## config.mk

```make
export PLATFORM = sky130hd
export DESIGN_NAME = b_dly_line_prm
export DESIGN_NICKNAME = d
export VERILOG_FILES = /design/src/rtl/b_dly_line_prm_pkg.sv /design/src/rtl/b_dly_line_prm_ram.sv /design/src/rtl/b_dly_line_prm.sv
export SDC_FILE = /design/constraint.sdc
export NUM_CORES = 1
export LEC_CHECK = 0
export CAP_MARGIN = 20
export CORE_AREA = 2 2 238 263
export CTS_CLUSTER_DIAMETER = 60
export DETAILED_ROUTE_END_ITERATION = 10
export DIE_AREA = 0 0 240 265
export DONT_BUFFER_PORTS = 1
export GPL_TIMING_DRIVEN = 0
export MAX_ROUTING_LAYER = met4
export PLACE_DENSITY = 0.53
export SETUP_SLACK_MARGIN = 0.02
export SYNTH_ARGS = -nofsm -noshare
export SYNTH_HDL_FRONTEND = slang
export SYNTH_HIERARCHICAL = 1
export SYNTH_SLANG_ARGS = --single-unit
```

## constraint.sdc

```tcl
create_clock -name i_clk -period 6.12 [get_ports i_clk]
set_input_delay 1.224 -clock i_clk [delete_from_list [all_inputs] [get_ports i_clk]]
set_output_delay 1.224 -clock i_clk [all_outputs]
set_load 0.05 [all_outputs]
```

## src/rtl/b_dly_line_prm_pkg.sv

```systemverilog
// b_dly_line_prm_pkg: shared modes, select-FSM states and elaboration helpers for the delay line.
package b_dly_line_prm_pkg;

    localparam int MODE_IMM  = 0;
    localparam int MODE_RAMP = 1;

    typedef enum logic {
        ST_IDLE = 1'b0,
        ST_RAMP = 1'b1
    } state_e;

    function automatic int clog2_f(input int v);
        int r;
        r = 0;
        while ((1 << r) < v) r++;
        return r;
    endfunction

endpackage

```

## src/rtl/b_dly_line_prm_ram.sv

```systemverilog
// b_dly_line_prm_ram: shared history storage, one write port and one asynchronous read port per channel.
module b_dly_line_prm_ram #(
    parameter int DW    = 1,
    parameter int NCH   = 2,
    parameter int DEPTH = 256,
    parameter int AW    = 8
) (
    input  logic              i_clk,
    input  logic              i_we,
    input  logic [AW-1:0]     i_waddr,
    input  logic [NCH*DW-1:0] i_wdata,
    input  logic [NCH*AW-1:0] i_raddr,
    output logic [NCH*DW-1:0] o_rdata
);

    logic [NCH*DW-1:0] mem [DEPTH];

    always_ff @(posedge i_clk)
        if (i_we) mem[i_waddr] <= i_wdata;

    // each channel only ever needs its own lane of the shared word
    for (genvar c = 0; c < NCH; c++) begin : g_rd
        assign o_rdata[c*DW +: DW] = mem[i_raddr[c*AW +: AW]][c*DW +: DW];
    end

endmodule

```

## src/rtl/b_dly_line_prm.sv

```systemverilog
// b_dly_line_prm: multi-channel programmable delay line over one circular history buffer,
// with immediate or one-step-per-cycle ramped select updates.
module b_dly_line_prm
    import b_dly_line_prm_pkg::*;
#(
    parameter int DW    = 1,
    parameter int NCH   = 2,
    parameter int DEPTH = 256,
    parameter int SELW  = 8,
    parameter int MODE  = 0
) (
    input  logic                i_clk,
    input  logic                i_rstn,
    input  logic                i_en,
    input  logic                i_clr,
    input  logic [NCH*DW-1:0]   i_in,
    input  logic                i_sel_vld,
    input  logic [NCH*SELW-1:0] i_sel,
    output logic                o_sel_rdy,
    output logic [NCH*SELW-1:0] o_cur_sel,
    output logic [NCH*DW-1:0]   o_out,
    output logic [NCH-1:0]      o_vld
);

    if (DEPTH != 2**SELW || SELW != clog2_f(DEPTH) || (MODE != MODE_IMM && MODE != MODE_RAMP)) begin : g_bad_cfg
        $error("b_dly_line_prm: DEPTH must equal 2**SELW and MODE must be 0 or 1");
    end

    localparam logic [SELW:0] FULL = (SELW+1)'(DEPTH);

    logic [SELW-1:0]     wr_ptr_q, wr_ptr_d;
    logic [SELW:0]       fill_q, fill_d;
    logic [NCH*SELW-1:0] cur_sel_q, tgt_sel_q, step_sel, raddr;
    logic [NCH*DW-1:0]   out_q, out_d, tap, rdata;
    logic [NCH-1:0]      vld_q, vld_d, tap_vld;
    state_e              state_q;
    logic                wr_en, xfer;

    assign wr_en     = i_en && !i_clr;
    assign xfer      = i_sel_vld && o_sel_rdy;
    assign o_sel_rdy = (state_q == ST_IDLE);
    assign o_cur_sel = cur_sel_q;
    assign o_out     = out_q;
    assign o_vld     = vld_q;

    b_dly_line_prm_ram #(
        .DW    (DW),
        .NCH   (NCH),
        .DEPTH (DEPTH),
        .AW    (SELW)
    ) u_ram (
        .i_clk   (i_clk),
        .i_we    (wr_en),
        .i_waddr (wr_ptr_q),
        .i_wdata (i_in),
        .i_raddr (raddr),
        .o_rdata (rdata)
    );

    for (genvar c = 0; c < NCH; c++) begin : g_ch
        logic [SELW-1:0] cs, ts;
        assign cs = cur_sel_q[c*SELW +: SELW];
        assign ts = tgt_sel_q[c*SELW +: SELW];
        // ramps move linearly toward the target, never across the wrap
        assign step_sel[c*SELW +: SELW] = (cs < ts) ? cs + 1'b1 : (cs > ts) ? cs - 1'b1 : cs;
        assign raddr[c*SELW +: SELW]    = wr_ptr_q - cs;
        assign tap[c*DW +: DW]          = (cs == '0) ? i_in[c*DW +: DW] : rdata[c*DW +: DW];
        assign tap_vld[c]               = (fill_q >= {1'b0, cs});
    end

    always_comb begin
        wr_ptr_d = wr_en ? wr_ptr_q + 1'b1 : wr_ptr_q;
        fill_d   = i_clr ? '0 : (!i_en || fill_q == FULL) ? fill_q : fill_q + 1'b1;
        out_d    = i_clr ? '0 : i_en ? tap : out_q;
        vld_d    = i_clr ? '0 : i_en ? tap_vld : vld_q;
    end

    always_ff @(posedge i_clk or negedge i_rstn)
        if (!i_rstn) begin
            wr_ptr_q  <= '0;
            fill_q    <= '0;
            out_q     <= '0;
            vld_q     <= '0;
            cur_sel_q <= '0;
            tgt_sel_q <= '0;
            state_q   <= ST_IDLE;
        end else begin
            wr_ptr_q <= wr_ptr_d;
            fill_q   <= fill_d;
            out_q    <= out_d;
            vld_q    <= vld_d;
            if (i_clr) begin
                cur_sel_q <= xfer ? i_sel : tgt_sel_q;
                tgt_sel_q <= xfer ? i_sel : tgt_sel_q;
                state_q   <= ST_IDLE;
            end else if (MODE == MODE_IMM) begin
                if (xfer) begin
                    cur_sel_q <= i_sel;
                    tgt_sel_q <= i_sel;
                end
            end else if (state_q == ST_IDLE) begin
                if (xfer) begin
                    tgt_sel_q <= i_sel;
                    state_q   <= (i_sel != cur_sel_q) ? ST_RAMP : ST_IDLE;
                end
            end else if (i_en) begin
                cur_sel_q <= step_sel;
                state_q   <= (step_sel == tgt_sel_q) ? ST_IDLE : ST_RAMP;
            end
        end

endmodule
```

# ---- After elaboration in Yosys (flattened, before gate mapping)
# Memories as Yosys holds them, arrays and structs flattened.
# Cells that the tools add are included.
dict set report op_classes {
  add_sub_neg 4
  n_mul 0
  div_mod_pow 0
  n_lt_le_gt_ge 2
  n_eq_ne 2
  shift 0
  n_mux 13
  bitwise_logic 0
  n_reduce_logical 8
}
# cell count
set ops {}
lappend ops {{$mux W16} 3}
lappend ops {{$ge A9 B8 Y1} 2}
lappend ops {{$mux W9} 2}
lappend ops {{$logic_not A8 Y1} 2}
lappend ops {{$sub A8 B8 Y8} 2}
lappend ops {{$add A9 B1 Y9 const B} 1}
lappend ops {{$eq A9 B9 Y1 const B} 1}
lappend ops {{$add A8 B1 Y8 const B} 1}
lappend ops {{$mux W2} 4}
lappend ops {{$mux W1} 4}
lappend ops {{$reduce_bool A2 Y1} 2}
lappend ops {{$logic_not A1 Y1} 2}
lappend ops {{$ne A2 B2 Y1 const B} 1}
lappend ops {{$logic_and A1 B1 Y1} 1}
lappend ops {{$logic_or A1 B1 Y1} 1}
dict set report word_totals {
  register_bits 53
  latchBits 0
  ram_bits 512
  mem_bits_ro 0
  inputBits 23
  output_inout_bits 21
  wordCells 36
  n_memories 1
}
# memory depth word_bits read_ports rd_clocked_by_memory_dff wr line
set memory_table {}
lappend memory_table {u_ram.mem 256 2 2 0 1 b_dly_line_prm_ram.sv:16} ;# logic [NCH*DW-1:0] mem [DEPTH];

# ---- Logic depth before layout (Yosys ltp)
# An unclocked memory read counts as a cell.
dict set report logic_depth {
  depth_word 5
  ltp_mapped 17
  mapped_depth_nobuf 15
}

# ---- By module
# The synthesis kept the hierarchy.
# mod instances cells_per_inst area_per_inst_um2 seq_area_each_um2
set by_module_without_submodules {}
lappend by_module_without_submodules {b_dly_line_prm_ram 1 1250 20943.8 15374.7}
lappend by_module_without_submodules {b_dly_line_prm 1 286 3180.6 1326.3}

# ---- Worst setup path after synthesis
# No wires, ideal clock.
dict set report synth_path {
  path_kind {flip-flop to flip-flop}
  startpoint {register cur_sel_q[9], in the netlist o_cur_sel[9]}
  endpoint {register out_q[1], in the netlist o_out[1]}
  setup_time_ns 0.147
  arrival_time_ns 3.495
  required_time_ns 5.973
  path_slack_ns 2.479
  stages_incl_launch_ff 18
  path_buffers 3
  period_less_slack_ns 3.641
  cell_sequence {dfrtp_1 -> inv_1 -> ha_1 -> nor2b_1 -> o21a_1 -> nor2_1 -> xnor2_1 -> buf_2 -> buf_2 -> buf_2 -> mux4_2 -> mux2i_1 -> nor2_1 -> o41ai_1 -> nor3_1 -> o32a_1 -> nand2_1 -> a311oi_1}
}
dict set report synth_between {
  elab_chain_cells 5
  word_cells_on_any_way 6
  cone_classes {add/sub: 1; mux: 3; reduce/logical: 1; memory: 1}
}
# item line
set synth_lines {}
lappend synth_lines {{start, declared} b_dly_line_prm.sv:33} ;# logic [NCH*SELW-1:0] cur_sel_q, tgt_sel_q, step_sel, raddr;
lappend synth_lines {{start signal, assigned} b_dly_line_prm.sv:93} ;# cur_sel_q <= xfer ? i_sel : tgt_sel_q;
lappend synth_lines {{start signal, assigned} b_dly_line_prm.sv:98} ;# cur_sel_q <= i_sel;
lappend synth_lines {{start signal, assigned} b_dly_line_prm.sv:107} ;# cur_sel_q <= step_sel;
lappend synth_lines {{$sub A8 B8 Y8} b_dly_line_prm.sv:66} ;# assign raddr[c*SELW +: SELW] = wr_ptr_q - cs;
lappend synth_lines {{via raddr[11]} b_dly_line_prm.sv:33}
lappend synth_lines {{$mem_v2 Z256 W2} n/a}
lappend synth_lines {{via rdata[1]} b_dly_line_prm.sv:34} ;# logic [NCH*DW-1:0] out_q, out_d, tap, rdata;
lappend synth_lines {{$mux W1} b_dly_line_prm.sv:67} ;# assign tap[c*DW +: DW] = (cs == '0) ? i_in[c*DW +: DW] : rdata[c*DW +: DW];
lappend synth_lines {{$mux W2 (2 in series)} b_dly_line_prm.sv:74} ;# out_d = i_clr ? '0 : i_en ? tap : out_q;
lappend synth_lines {{end signal, assigned} b_dly_line_prm.sv:90} ;# out_q <= out_d;
lappend synth_lines {{end, declared} b_dly_line_prm.sv:34}
# The timed path passes the listed nets, and every way through them passes these cells. The select of a mux whose other input is x is not followed.
# A chain may end at the register's enable or synchronous reset.

# ---- Final worst setup path
dict set report layout_path {
  startpoint {register cur_sel_q[0], in the netlist o_cur_sel[0]}
  endpoint {register out_q[0], in the netlist o_out[0]}
}
# Same word-level chain as after synthesis.

==> impl_results.md <==
* Outcome: finished, final reports clean
* Synthesized area at 24100 µm²
* Initial Utilization at 39.6%
* Tightest Pin Transition at 1100 ps
* Initial antenna violation count at 2
* Crit path max-delay family: compound AO/OA/AOI/OAI gates
* RSZ-0062 raised after global routing: no
* Tmin final at 5600 ps
* Worst skew pair latency at 630 ps
* Relative max-transition margin at 25.9%
* Final Hold Viols at 0
* Rows at 95
* Final core utilization at 44.4%
* Reg2reg end: o_out[0]
* Non-Filler Instances at 2470
* P_leak at 8.92 nW
* GPL Wtd Cong at 0.848
* Crit path cell chain: ha_1 > inv_2 > fa_1 > buf_4 > buf_4 > nand3_1 > clkbuf_1 > o22ai_1 > nor3_1 > a2111oi_0 > a21oi_1 > a22oi_1 > nand2_1 > a311oi_1
* Final Total Pwr at 14.1 mW
* Vias per cell at 5.69
* Fin area at 27000 µm²
* Post-detail-place hpwl at 45600 µm
* TritonCTS Buffers at 59
* Setup Crit Path Kind: register to register
* Setup Fix Bufs, Post-CTS at 0
* Avg Cell Area, Syn at 15.7 µm²
* Total track usage at 22.9%
* Core region area at 60900 µm²
* Critical path launch point: o_cur_sel[0]
* # setup viols final at 0
* Maxcap violations at 0
* Post-synthesis register bit count at 565
* Root Driver: clkbuf_16
* Fin Clk Skew at 22.8 ps
* DRC Markers at 0
* Crit. End Element: register
* YS warnings at 6
* Dpl cells at 2361
* Slew Viols, Final at 0
* HP Class: input port to async pin
* H-Tree Depth at 2
* Hold buffer count at CTS at 0
* Async SR Flop Fraction at 9.38%
* Clock buffer depth at 3
* First-pass DRT Iterations at 5
* FF-to-FF path depth at 14
* Area grow syn2layout at 12.0%
* Sink Count at 565
* R2R Path Start: o_cur_sel[0]
* Vias in the first global route at 14.5k
* Pwr dens at 523 nW/µm²
* Placed cell areas at 25200 µm²
* Fmax at 179 MHz
* CP Launch Type: register
* CTS tree: done
* Initial DRC Count at 1451
* Crit path max-delay cell type: a2111oi_0
* # nets final at 1655
* Post-synthesis cell count at 1536
* Post_cts resized at 0
* Largest net degree at the start of global routing at 258
* Num ports at 44
* Clock-pin slew on the worst setup and hold paths at 60 ps
* Sequential share of the synthesized area at 69.2%
* Share of layout cells above drive strength 1 at 13.5%
* Peak supply drop at 0.303 mV
* First-pass GRT wire length at 101000 µm
* Arrival time at the worst endpoint at 6130 ps
* Total die area at 63600 µm²
* Netlist cell types at 66
* CP max stage delay at 850 ps
* Final wirelength at 69700 µm
* Buf/Inv on CP at 4
* Setup TNS Final at 0 ps
* Tcrit/Tclk final at 91.5%
* Most used cell, CP: buf_4
* Antenna-violating nets left at 0
* Reg2Reg Setup Slack at 520 ps
* Via count at 14.1k
* EDFF count, synth at 512
* Port-buffer cells at 0
* Overflow after GRT at 0
* Die height at 265 µm
* Crit-path max FO at 10
* Synth Flop Type: edfxtp_1
* Syn Nets at 1594
* Die W at 240 µm
* Critical Path RT at 6650 ps
* Drt wl/cell at 28.2 µm
layer usage:
metal / share of wire [%] / global-route usage (%) / vias up
li1: - / - / 6037
met1: 43 / 30.4 / 7437
met2: 48 / 36.3 / 456
met3: 5.8 / 3.24 / 134
met4: 3.7 / 8.01 / 0
met5: 0 / - / -
sequential cells by signal, indices dropped and copies added (netlist names):
register	cells
o_cur_sel	16
o_out	2
tgt_sel_q	16
u_ram/mem	512
o_vld	2
wr_ptr_q	8
fill_q	9
cell usage after synthesis (13+ instances only):
library cell / n / area share [%]
a21oi_1: 13 / 0.27
buf_2: 23 / 0.48
clkbuf_1: 50 / 0.78
dfrtp_1: 53 / 5.5
edfxtp_1: 512 / 64
ha_1: 33 / 1.7
inv_1: 25 / 0.39
mux2_1: 21 / 0.98
mux2i_1: 112 / 4.6
mux4_2: 82 / 7.7
nand2_1: 38 / 0.59
nand3_1: 23 / 0.48
nor2_1: 295 / 4.6
nor2b_1: 13 / 0.34
nor4_1: 18 / 0.47
o22ai_1: 40 / 1.0
xnor2_1: 18 / 0.65
final cells by class:
| type | count | area, µm² |
|---|---|---|
| Timing Repair Buffer | 1 | 11.3 |
| Fill cell | 5470 | 33800 |
| Antenna cell | 1 | 2.50 |
| Sequential cell | 565 | 16700 |
| Buffer | 89 | 445 |
| Multi-Input combinational cell | 855 | 6880 |
| Clock inverter | 40 | 299 |
| Tap cell | 824 | 1030 |
| Clock buffer | 69 | 1560 |
| Inverter | 26 | 97.6 |
cell families after synthesis:
group / Yosys count / share of synthesized area [%]
compound gates: 130 / 3.79
other cells: 1 / 0.0155
mux: 226 / 14.0
buf+inv: 116 / 2.27
flops: 565 / 69.2
xor+xnor: 29 / 1.05
fa+ha+maj: 35 / 1.88
simple gates: 434 / 7.82
stage by stage:
stage | hold slack, ps | setup slack, ps
2_1_floorplan | 451 | 2480
3_3_place_gp | 463 | 352
3_5_place_dp | 470 | 300
4_1_cts | 250 | 252
5_1_grt | 260 | 444
6_report | 285 | 523
layout by cell type, fill, tap and decap left out, types with 13 or more instances in the layout:
cell       Yosys  final
mux2_1        21     21
clkbuf_1      50     57
edfxtp_1     512    512
clkinv_1       0     16
mux4_2        82     82
nor2b_1       13     13
nor2_1       295    295
mux2i_1      112    112
o22ai_1       40     40
ha_1          33     33
nor4_1        18     18
a21oi_1       13     13
nand3_1       23     23
inv_1         25     25
dfrtp_1       53     53
xnor2_1       18     18
buf_2         23     23
nand2_1       38     38
clkbuf_16      0     61
worst max-delay path by stage:
stage                           to  cells past startpoint
after global placement    o_out[0]                     15
final                     o_out[0]                     14
after detailed placement  o_out[0]                     16
after global routing      o_out[0]                     15
after floorplan           o_out[1]                     17
after CTS                 o_out[0]                     16
where the power goes:
group / switching (mW) / internal, mW / leakage, nW
combinational: 3.98 / 2.22 / 2.76
sequential: 0.194 / 4.27 / 5.25
clock: 1.51 / 1.95 / 0.904
total: 5.68 / 8.44 / 8.92
(Power assumes the default switching activity.)
